$ cat src/rtl/load_store_unit_if.sv
// Memory-side bus of the load/store unit: one request at a time, held until ack.
// The master drives the request fields; the slave returns ack and read data.
interface load_store_unit_if;
  logic        mem_req;
  logic        mem_we;
  logic [31:0] mem_addr;
  logic [3:0]  mem_be;
  logic [31:0] mem_wdata;
  logic        mem_ack;
  logic [31:0] mem_rdata;

  modport master (
    output mem_req, mem_we, mem_addr, mem_be, mem_wdata,
    input  mem_ack, mem_rdata
  );

  modport slave (
    input  mem_req, mem_we, mem_addr, mem_be, mem_wdata,
    output mem_ack, mem_rdata
  );
endinterface

$ cat src/rtl/load_store_unit.sv
// RV32 byte/half/word load-store sequencer: start->done in 2 cycles plus memory wait cycles, TIMEOUT abort.
// No queuing: start is sampled only in IDLE; mem_req is held until mem_ack or timeout.
module load_store_unit #(
  parameter int unsigned TIMEOUT = 16
) (
  input  logic                      clk,
  input  logic                      rst_n,
  input  logic                      start,
  input  logic [3:0]                op,
  input  logic [31:0]               addr,
  input  logic [31:0]               wdata,
  load_store_unit_if.master         mem,
  output logic                      busy,
  output logic                      done,
  output logic [31:0]               load_data,
  output logic [1:0]                err
);

  typedef enum logic [1:0] {
    IDLE   = 2'd0,
    ACCESS = 2'd1,
    DONE   = 2'd2
  } state_t;

  localparam logic [7:0] LAST_CNT = 8'(TIMEOUT - 1);

  state_t      state, state_n;
  logic [7:0]  cnt;
  logic [3:0]  op_q;
  logic [1:0]  lane_q;
  logic        we_q;
  logic [3:0]  be_q;
  logic [31:0] addr_q;
  logic [31:0] wdata_q;

  logic        illegal;
  logic        misaligned;
  logic [3:0]  be_calc;
  logic [31:0] wd_calc;
  logic [31:0] shifted;
  logic [31:0] ext_data;

  always_comb begin
    illegal    = 1'b1;
    misaligned = 1'b0;
    be_calc    = 4'b1111;
    wd_calc    = 32'd0;
    case (op)
      4'b0000, 4'b0001, 4'b0010, 4'b0100, 4'b0101,
      4'b1000, 4'b1001, 4'b1010: illegal = 1'b0;
      default:                   illegal = 1'b1;
    endcase
    case (op[1:0])
      2'b00: begin
        be_calc = 4'b0001 << addr[1:0];
        wd_calc = {4{wdata[7:0]}};
      end
      2'b01: begin
        misaligned = addr[0];
        be_calc    = addr[1] ? 4'b1100 : 4'b0011;
        wd_calc    = {2{wdata[15:0]}};
      end
      default: begin
        misaligned = (addr[1:0] != 2'b00);
        be_calc    = 4'b1111;
        wd_calc    = wdata;
      end
    endcase
    if (!op[3]) wd_calc = 32'd0;
  end

  // Lane select: the shift moves the addressed byte/half down to bit 0.
  always_comb begin
    shifted  = mem.mem_rdata >> {lane_q, 3'b000};
    ext_data = 32'd0;
    case (op_q[2:0])
      3'b000:  ext_data = {{24{shifted[7]}}, shifted[7:0]};
      3'b001:  ext_data = {{16{shifted[15]}}, shifted[15:0]};
      3'b010:  ext_data = shifted;
      3'b100:  ext_data = {24'd0, shifted[7:0]};
      3'b101:  ext_data = {16'd0, shifted[15:0]};
      default: ext_data = 32'd0;
    endcase
    if (op_q[3]) ext_data = 32'd0;
  end

  always_ff @(posedge clk) begin
    if (!rst_n) state <= IDLE;
    else        state <= state_n;
  end

  always_comb begin
    state_n = state;
    case (state)
      IDLE:    if (start) state_n = (illegal || misaligned) ? DONE : ACCESS;
      ACCESS:  if (mem.mem_ack || cnt == LAST_CNT) state_n = DONE;
      DONE:    state_n = IDLE;
      default: state_n = IDLE;
    endcase
  end

  always_ff @(posedge clk) begin
    if (!rst_n) begin
      cnt       <= 8'd0;
      op_q      <= 4'd0;
      lane_q    <= 2'd0;
      we_q      <= 1'b0;
      be_q      <= 4'd0;
      addr_q    <= 32'd0;
      wdata_q   <= 32'd0;
      load_data <= 32'd0;
      err       <= 2'b00;
    end else begin
      case (state)
        IDLE: begin
          if (start) begin
            op_q    <= op;
            lane_q  <= addr[1:0];
            we_q    <= op[3];
            be_q    <= be_calc;
            addr_q  <= {addr[31:2], 2'b00};
            wdata_q <= wd_calc;
            cnt     <= 8'd0;
            // Rejected requests finalise their result here since ACCESS is skipped.
            if (illegal) begin
              err       <= 2'b10;
              load_data <= 32'd0;
            end else if (misaligned) begin
              err       <= 2'b01;
              load_data <= 32'd0;
            end
          end
        end
        ACCESS: begin
          if (mem.mem_ack) begin
            err       <= 2'b00;
            load_data <= ext_data;
          end else if (cnt == LAST_CNT) begin
            err       <= 2'b11;
            load_data <= 32'd0;
          end else begin
            cnt <= cnt + 8'd1;
          end
        end
        default: ;
      endcase
    end
  end

  assign mem.mem_req   = (state == ACCESS);
  assign mem.mem_we    = we_q;
  assign mem.mem_be    = be_q;
  assign mem.mem_addr  = addr_q;
  assign mem.mem_wdata = wdata_q;
  assign busy          = (state != IDLE);
  assign done          = (state == DONE);

endmodule

$ cat src/flat_wrapper.sv
// flat-port wrapper written by rule: the top's interface ports become plain ports
module load_store_unit_flat 
#(
  parameter int unsigned TIMEOUT = 16
)
  (clk, rst_n, start, op, addr, wdata, busy, done, load_data, err, mem_mem_req, mem_mem_we, mem_mem_addr, mem_mem_be, mem_mem_wdata, mem_mem_ack, mem_mem_rdata);
  load_store_unit_if mem_i ();
  input  logic clk;
  input  logic rst_n;
  input  logic start;
  input  logic [3:0] op;
  input  logic [31:0] addr;
  input  logic [31:0] wdata;
  output logic busy;
  output logic done;
  output logic [31:0] load_data;
  output logic [1:0] err;
  output wire logic [$bits(mem_i.mem_req)-1:0] mem_mem_req;
  output wire logic [$bits(mem_i.mem_we)-1:0] mem_mem_we;
  output wire logic [$bits(mem_i.mem_addr)-1:0] mem_mem_addr;
  output wire logic [$bits(mem_i.mem_be)-1:0] mem_mem_be;
  output wire logic [$bits(mem_i.mem_wdata)-1:0] mem_mem_wdata;
  input wire logic [$bits(mem_i.mem_ack)-1:0] mem_mem_ack;
  input wire logic [$bits(mem_i.mem_rdata)-1:0] mem_mem_rdata;
  assign mem_mem_req = mem_i.mem_req;
  assign mem_mem_we = mem_i.mem_we;
  assign mem_mem_addr = mem_i.mem_addr;
  assign mem_mem_be = mem_i.mem_be;
  assign mem_mem_wdata = mem_i.mem_wdata;
  assign mem_i.mem_ack = mem_mem_ack;
  assign mem_i.mem_rdata = mem_mem_rdata;
  load_store_unit #(.TIMEOUT(TIMEOUT)) u_core (.clk(clk), .rst_n(rst_n), .start(start), .op(op), .addr(addr), .wdata(wdata), .mem(mem_i), .busy(busy), .done(done), .load_data(load_data), .err(err));
endmodule
$ cat config.mk
export PLATFORM = sky130hd
export DESIGN_NAME = load_store_unit_flat
export DESIGN_NICKNAME = d
export VERILOG_FILES = /design/src/rtl/load_store_unit_if.sv /design/src/rtl/load_store_unit.sv /design/src/flat_wrapper.sv
export SDC_FILE = /design/constraint.sdc
export NUM_CORES = 1
export LEC_CHECK = 0
export BUFFER_PORTS_ARGS = -buffer_cell sky130_fd_sc_hd__buf_2
export CORE_UTILIZATION = 44
export CTS_CLUSTER_SIZE = 14
export DETAILED_ROUTE_END_ITERATION = 8
export PLACE_DENSITY_LB_ADDON = 0.2
export RECOVER_POWER = 25
export SLEW_MARGIN = 20
export SYNTH_ARGS = -nofsm -noshare
export SYNTH_HDL_FRONTEND = slang
export SYNTH_SLANG_ARGS = --single-unit
$ cat constraint.sdc
create_clock -name clk -period 1.8 [get_ports clk]
set_input_delay 0.27 -clock clk [delete_from_list [all_inputs] [get_ports clk]]
set_output_delay 0.27 -clock clk [all_outputs]
set_load 0.03 [all_outputs]
# [After elaboration in Yosys (flattened, before gate mapping)]
# Memory sizes are Yosys's and may differ from the RTL's.
# Cells that the tools add are included.
[op_classes] n_addsub=1 eq_ne=14 shifts=2 reduce_logical=12 n_mux=27
[op_table] cell="32-bit two-way mux" n=7
[op_table] cell="32-bit one-hot mux with 5 select lines" n=1
[op_table] cell="32-bit one-hot mux with 2 select lines" n=2
[op_table] cell="32-bit by 5-bit right shift with 32-bit output" n=1
[op_table] cell="8-bit two-way mux" n=3
[op_table] cell="2-bit two-way mux" n=8
[op_table] cell="8-bit one-hot mux with 2 select lines" n=1
[op_table] cell="8-bit by 1-bit adder with 8-bit output (second input constant)" n=1
[op_table] cell="8-bit by 4-bit == test with 1-bit output (second input constant)" n=1
[op_table] cell="2-bit one-hot mux with 2 select lines" n=2
[op_table] cell="4-bit one-hot mux with 2 select lines" n=1
[op_table] cell="4-bit AND reduction" n=2
[op_table] cell="3-bit == test (second input constant)" n=2
[op_table] cell="2-bit inequality test (second input constant)" n=3
[op_table] cell="3-bit by 1-bit inequality test with 1-bit output (second input constant)" n=2
[op_table] cell="2-bit nonzero test" n=3
[op_table] cell="2-bit by 1-bit == test with 1-bit output (second input constant)" n=2
[op_table] cell="2-bit zero test" n=2
[op_table] cell="4-bit two-way mux" n=1
[op_table] cell="2-bit AND reduction" n=2
[op_table] cell="1-bit by 2-bit << shifter with 4-bit output (first input constant)" n=1
[op_table] cell="3-bit by 1-bit == test with 1-bit output (second input constant)" n=1
[op_table] cell="3-bit by 2-bit == test with 1-bit output (second input constant)" n=1
[op_table] cell="3-bit zero test" n=1
[op_table] cell="4 further kinds" n=5
[word_totals] out_inout_bits=106 input_bits=104 reg_bits=117 elab_cells=67 romBits=16 n_memories=1
[memory_table] memory="(name not given)" words=16 width=1 rd=1 rd_ports_with_merged_regs=0 wr=0 line_no="load_store_unit.sv:48" source="case (op)"

# [Depth between registers and ports, before layout]
# Gate-level depths: netlist (run 1).
[logic_depth] word_depth=6 ltp_mapped=7 ltp_nobuf=5

# [Worst setup path after synthesis (run 1)]
# OpenSTA, ideal clock, no wires.
[synth_path] path_kind="register to register" start="register u_core.cnt[7]" end="register u_core.load_data[19]" arrival_ns=1.683 required_ns=1.655 stages_incl_launch_ff=6 setup_slack_ns=-0.028 synth_period_minus_slack_ns=1.828 cell_sequence="dfxtp_1 > or4_4 > o21a_1 > a311oi_4 > buf_6 > o221ai_1"
[synth_via] elab_chain_len=3
[synth_lines] element="start, declared" line_no="load_store_unit.sv:28" source="logic [7:0] cnt;"
[synth_lines] element="start signal, assigned" line_no="load_store_unit.sv:142" source="cnt <= cnt + 8'd1;"
[synth_lines] element="8-bit by 4-bit == test with 1-bit output" line_no="load_store_unit.sv:138" source="end else if (cnt == LAST_CNT) begin"
[synth_lines] element="3-bit by 1-bit inequality test with 1-bit output (no line)"
[synth_lines] element="4-bit AND reduction (no line)"
[synth_lines] element="end signal, assigned" line_no="load_store_unit.sv:137" source="load_data <= ext_data;"
[synth_lines] element="end, declared" line_no="load_store_unit.sv:15" source="output logic [31:0] load_data,"
# No other way between the ends.
# A chain may end at the register's enable or synchronous reset.

# [Worst setup path in the final report (run 1)]
# Ends and elaborated chain as after synthesis.

==> summary.md, run 1 <==
| Metric | Value |
|---|---|
| Initial cell density of the core | `0.451` |
| Max-slew violations | `0` |
| CP Data Required Time | `approximately 2 ns` |
| Synth Instances | `a little under 600` |
| Area of the multi-input gates | `between 2000 and 3000 um2` |
| Min Tclk post-route | `around 1.9 ns` |
| Number of global-route vias before repair | `around 4600` |
| CTS Buffer Depth | `2` |
| P per Cell Area | `roughly 1000 nW/um2` |
| # H-tree levels | `4` |
| Actual slew at the worst max-slew pin | `around 0.53 ns` |
| Area leader, netlist | `dfxtp_1` |
| Pleak | `between 2 and 3 nW` |
| IO Port Bufs | `207` |
| Kind of cell adding the most delay to the critical path | `compound AO/OA/AOI/OAI gates` |
| First-pass GRT wire length | `approximately 22000 um` |
| TritonCTS Buffers | `17` |
| CP cell instances | `or4_4 > o21a_1 > a311oi_4 > buf_12 > o221ai_1` |
| Sequential share of the synthesized area | `0.451` |
| Crit. End Element | `register` |
| Area Growth Syn to Fin | `36.2%` |
| Final WL | `around 14000 um` |
| Final ANT Viol Nets | `0` |
| Failing checks | `setup timing` |
| # clock sinks | `between 100 and 150` |
| Post-DP HPWL | `~11000 um` |
| Clk slew on worst S/H paths | `about 0.060 ns` |
| Worst setup SP type | `register` |
| Max Freq | `approximately 0.54 GHz` |
| Post-Syn Area | `between 5000 and 6000 um2` |
| Vias per cell | `roughly 5.3` |
| FFs w/ async S/R, synth | `0` |
| Gr usage total | `0.237` |
| Top cells by area, synth | `dfxtp_1, nand2_1, a21boi_0` |
| Worst Skew | `0.00433 ns` |
| Final critical-path setup slack | `-0.0530 ns` |
| Slew margin rel. | `0.645` |
| Std-Cell Rows | `39` |
| Synthesized flop and latch total | `116` |
| Clock Latency Late Sink | `roughly 0.40 ns` |
| Antenna fix cells | `0` |
| Proportion of layout cells with a drive suffix above 1 | `0.307` |
| Finished Core Util | `0.615` |
| Gpl congestion | `roughly 0.83` |
| Warnings from Yosys | `0` |
| First-pass DRT Iterations | `4` |
| Ports | `210` |
| Total gr overflow | `0` |
| Drt wl/cell | `15.1 um` |
| Hold Crit Class | `in2reg` |
| Initial antenna violation count | `0` |
| Place WS | `-0.0450 ns` |
| DR DRC count | `0` |
| Final hold violation count | `0` |
| Critical path arrival | `approximately 2.1 ns` |
| 1st-iter DRT viols | `307` |
| Final setup fails | `13` |
| Crit path kind | `reg2reg` |
| Post-synth cell types | `50` |
| Unrepaired setup endpoints after global routing | `yes` |
| Worst-path cell with the longest stage delay | `or4_4` |
| Buffers and inverters on the worst path | `1` |
| Final period util | `1.03` |
| Post-synth EDFFs | `0` |
| Crit-path max FO | `35` |
| Fillers | `around 1000` |
| Die H | `roughly 110 um` |
| Pwr Total | `about 7.3 mW` |
| Mean Syn Cell Area | `8.73 um2` |
| Total die area | `roughly 12000 um2` |
| Reg area | `2320 um2` |
| Peak supply drop | `slightly below 0.6 mV` |
| Outcome | `finished, violations left` |
| Largest net degree at the start of global routing | `47` |
| Total of max-cap violations | `0` |
| Core Area | `between 10000 and 15000 um2` |
| DR vias | `5062` |
| Post-synth top area share | `0.451` |
| Post-CTS setup buffers | `0` |
| Root Buffer | `clkbuf_16` |
| Crit path largest cell delay | `approximately 0.53 ns` |
| Dominant synthesized flop cell | `dfxtp_1` |
| CTS tree | `done` |
| Nets@finish | `905` |
| Die X | `around 110 um` |
## stage by stage
step                      hold slack [ns]  instance area (um2)  cells  setup TNS, ns
after CTS                          0.0866                 7060    955         -0.270
after detailed placement            0.437                 6450    924         -0.178
after global routing                0.114                 7020    955          -1.46
after floorplan                     0.396                 5160    591         -0.154
after global placement              0.431                 6450    924              0
final                               0.102                 7020    955         -0.263
## flip-flops by register name, indices dropped and copies added (netlist names)
| register | count |
|---|---|
| u_core.cnt | 8 |
| u_core.err | 2 |
| u_core.lane_q | 2 |
| u_core.load_data | 32 |
| u_core.mem.mem_addr | 30 |
| u_core.mem.mem_be | 4 |
| u_core.mem.mem_wdata | 32 |
| u_core.op_q | 4 |
| u_core.state | 2 |
## placed cells by master (no fill, tap or decap), types with 3 or more instances in the layout
master       n
and2_1       4
mux2i_1     26
clkbuf_16   17
buf_2      161
clkbuf_1    48
o22ai_1     16
a21boi_0    39
nor2b_1     22
o21ai_1      5
nand2b_1     3
dfxtp_1    116
o2111ai_1    5
nor2_1       4
a2111o_1     5
o2bb2ai_1    8
and3_1       3
or2_2        3
a21oi_1     10
inv_1        4
o211ai_1    10
nand2_1    155
nand3_1      4
bufinv_16    3
o21ai_0     40
clkbuf_8     4
buf_12       5
buf_4       25
mux2_2      15
o221ai_1     8
a22o_1       8
## logic make-up after synthesis
group | share of synthesized area
buffers and inverters | 0.0442
AND/OR/NAND/NOR | 0.186
AO/OA/AOI/OAI | 0.229
flip-flops | 0.451
other | 0.000728
adder cells (fa/ha/maj) | 0.00243
multiplexers | 0.0877
## per-layer routing
layer	routed length (um)	global-route usage	vias up
met5	0	0	-
met4	311	0.0949	0
met3	1020	0.0635	27
met2	7010	0.401	186
met1	6080	0.284	2344
li1	-	-	2505
## where the power goes
part	switching (mW)	leakage [nW]	internal (mW)	total [mW]
logic	0.709	1.76	0.413	1.12
clock network	1.14	0.295	2.31	3.45
registers	0.0753	0.945	2.69	2.77
## path summary, 6_finish.rpt
check | start | endpoint | slack (ns) | depth (start not counted)
worst min register to register | u_core.mem.mem_wdata[27] | u_core.mem.mem_wdata[27] | 0.45 | 2
worst min-delay path | wdata[7] | u_core.mem.mem_wdata[7] | 0.10 | 2
worst max-delay path | u_core.cnt[7] | u_core.load_data[19] | -0.05 | 5
worst max register to register | u_core.cnt[7] | u_core.load_data[19] | -0.05 | 5
## synthesized netlist by cell type, types with 10 or more instances
cell type / instances
mux2i_1: 26
mux2_2: 15
a21boi_0: 39
nor2b_1: 22
o211ai_1: 10
nand2_1: 155
o21ai_0: 43
clkbuf_1: 33
dfxtp_1: 116
o22ai_1: 16
a21oi_1: 10
## repair_timing
action                                  4_1_cts  5_1_grt
hold buffers                                  0        0
resized for setup                             0        6
pin swaps                                     1        0
endpoints found under the setup margin       14       45
## cell type report
| class | count | area share |
|---|---|---|
| repair buffers | 237 | 0.180 |
| inverters | 4 | 0.00214 |
| clock inverters | 8 | 0.0177 |
| flip-flops and latches | 116 | 0.331 |
| multi-input cells | 424 | 0.374 |
| clock buffers | 23 | 0.0695 |
| well taps | 143 | 0.0255 |
Power figures use the tool's default switching activity.
==> inputs of run 2 (changes only) <==
SETUP_SLACK_MARGIN = 0.3   (was not set)
==> summary.md, run 2 (same netlist as run 1, synthesis figures left out) <==
| Metric | Value |
|---|---|
| Total gr overflow | `0 (unchanged)` |
| First-pass DRT Iterations | `5 (was 4)` |
| DR vias | `5223 (was 5062)` |
| Max Freq | `0.520 GHz (was 0.540 GHz)` |
| Commonest non-fill, non-tap cell in the layout | `buf_2 (unchanged)` |
| Final critical-path setup slack | `-0.123 ns (was -0.0530 ns)` |
| Failing checks | `setup timing (unchanged)` |
| DR DRC count | `0 (unchanged)` |
| Nets@finish | `929 (was 905)` |
| Min Tclk post-route | `1.92 ns (was 1.85 ns)` |
| Critical path arrival | `2.18 ns (was 2.12 ns)` |
| P per Cell Area | `922 nW/um2 (was 1050 nW/um2)` |
| Worst Skew | `0.00539 ns (was 0.00433 ns)` |
| Outcome | `finished, violations left (unchanged)` |
| Pleak | `3.23 nW (was 3.00 nW)` |
| Clk slew on worst S/H paths | `0.05 ns (was 0.06 ns)` |
| Final setup fails | `35 (was 13)` |
| Final hold violation count | `0 (unchanged)` |
| TritonCTS Buffers | `17 (unchanged)` |
| Cts hold-fix bufs | `0 (unchanged)` |
| Crit path kind | `reg2reg (unchanged)` |
| Core Area | `11400 um2 (unchanged)` |
| Crit-path max FO | `9 (was 35)` |
| Crit. End Element | `register (unchanged)` |
| Total of max-cap violations | `0 (unchanged)` |
| Slew margin rel. | `0.635 (was 0.645)` |
| Die H | `110 um (unchanged)` |
| Met1 WL | `6620 um (was 6080 um)` |
| Hold Slack | `0.103 ns (was 0.102 ns)` |
| Clock Latency Late Sink | `0.41 ns (was 0.40 ns)` |
| Place WS | `-0.0301 ns (was -0.0450 ns)` |
| First-pass GRT wire length | `22500 um (was 22200 um)` |
| Antenna fix cells | `0 (unchanged)` |
| Area Growth Syn to Fin | `46.9% (was 36.2%)` |
| Unrepaired setup endpoints after global routing | `yes (unchanged)` |
| Ports | `210 (unchanged)` |
| Vias per cell | `5.34 (was 5.30)` |
| Met2 wire length | `7820 um (was 7010 um)` |
| Wire length on met3 | `927 um (was 1020 um)` |
| Number of global-route vias before repair | `4690 (was 4605)` |
| Root Buffer | `clkbuf_16 (unchanged)` |
| Std-Cell Rows | `39 (unchanged)` |
| Initial cell density of the core | `0.451 (unchanged)` |
| 1st-iter DRT viols | `332 (was 307)` |
| Gpl congestion | `0.911 (was 0.825)` |
| Post-DP HPWL | `10600 um (about the same)` |
| Actual slew at the worst max-slew pin | `0.543 ns (was 0.530 ns)` |
| Max-slew violations | `0 (unchanged)` |
| # H-tree levels | `4 (unchanged)` |
| Final WL | `15800 um (was 14400 um)` |
| Final ANT Viol Nets | `0 (unchanged)` |
| CP cell instances | `or4_4 > o21a_4 > a311oi_4 > buf_6 > clkbuf_16 > o221ai_1 (was or4_4 > o21a_1 > a311oi_4 > buf_12 > o221ai_1)` |
| Most frequent cells in the layout | `buf_2, nand2_1, dfxtp_1 (unchanged)` |
| Final period util | `1.07 (was 1.03)` |
| Die X | `110 um (unchanged)` |
| Drt wl/cell | `16.1 um (was 15.1 um)` |
| Largest net degree at the start of global routing | `44 (was 47)` |
| Peak supply drop | `0.620 mV (was 0.589 mV)` |
| # clock sinks | `116 (unchanged)` |
| Hold Crit Class | `in2reg (unchanged)` |
| Kind of cell adding the most delay to the critical path | `compound AO/OA/AOI/OAI gates (unchanged)` |
| CTS tree | `done (unchanged)` |
| Worst-path cell with the longest stage delay | `or4_4 (unchanged)` |
| IO Port Bufs | `207 (unchanged)` |
| CTS Buffer Depth | `2 (unchanged)` |
| CP Data Required Time | `2.05 ns (was 2.06 ns)` |
| Gr usage total | `0.244 (was 0.237)` |
| Proportion of layout cells with a drive suffix above 1 | `0.369 (was 0.307)` |
| Worst setup SP type | `register (unchanged)` |
| Initial antenna violation count | `0 (unchanged)` |
| Total die area | `12100 um2 (unchanged)` |
| Pwr Total | `6.98 mW (was 7.34 mW)` |
| Crit path largest cell delay | `0.54 ns (was 0.53 ns)` |
| Setup TNS | `-2.01 ns (was -0.263 ns)` |
| Top sig layer | `met4 (unchanged)` |
| Buffers and inverters on the worst path | `2 (was 1)` |
[run 2: final timing paths]
check / startpoint / endpoint / slack [ns] / cells past startpoint
setup / recovery: u_core.cnt[7] / u_core.load_data[21] / -0.12 / 6
hold reg to reg: u_core.mem.mem_wdata[8] / u_core.mem.mem_wdata[8] / 0.45 / 2
setup reg to reg: u_core.cnt[7] / u_core.load_data[21] / -0.12 / 6
hold / removal: addr[30] / u_core.mem.mem_addr[30] / 0.10 / 3
[run 2: worst register-to-register path, cell delays in order (launching register included)]
cell,delay (ns)
dfxtp_2,0.32
or4_4,0.54
o21a_4,0.22
a311oi_4,0.24
buf_6,0.18
clkbuf_16,0.15
o221ai_1,0.12
[run 2: layout make-up]
class / instances / area [um2]
clock inverter: 7 / 35.0
tap: 143 / 179
clock buffer: 23 / 458
timing repair buffer: 261 / 1670
multi-input combinational: 424 / 2880
sequential: 116 / 2330
fill: 971 / 3850
inverter: 4 / 15.0
[run 2: repair_timing]
item,4_1_cts,5_1_grt
endpoints found under the setup margin,106,112
cloned,2,9
gates resized for setup,14,119
buffers inserted,1,13
pin swaps,6,31
[run 2: report_power, final]
part           internal (mW)  leakage [nW]  switching, mW
Sequential              2.69         0.947         0.0815
Combinational          0.575          2.03          0.799
Clock                   1.75         0.250           1.08
Total                   5.02          3.23           1.96
[run 2: metal layers]
layer	global-route usage	vias to the layer above
li1	-	2545
met1	0.285	2460
met2	0.419	191
met3	0.0600	27
met4	0.116	0
met5	0	-
[run 2: per-stage QoR]
step	cells	area, um2	utilization
after floorplan	591	5190	-
after global placement	923	6420	0.562
after detailed placement	923	6420	0.562
after CTS	956	7020	0.615
after global routing	978	7570	0.663
final	978	7570	0.663
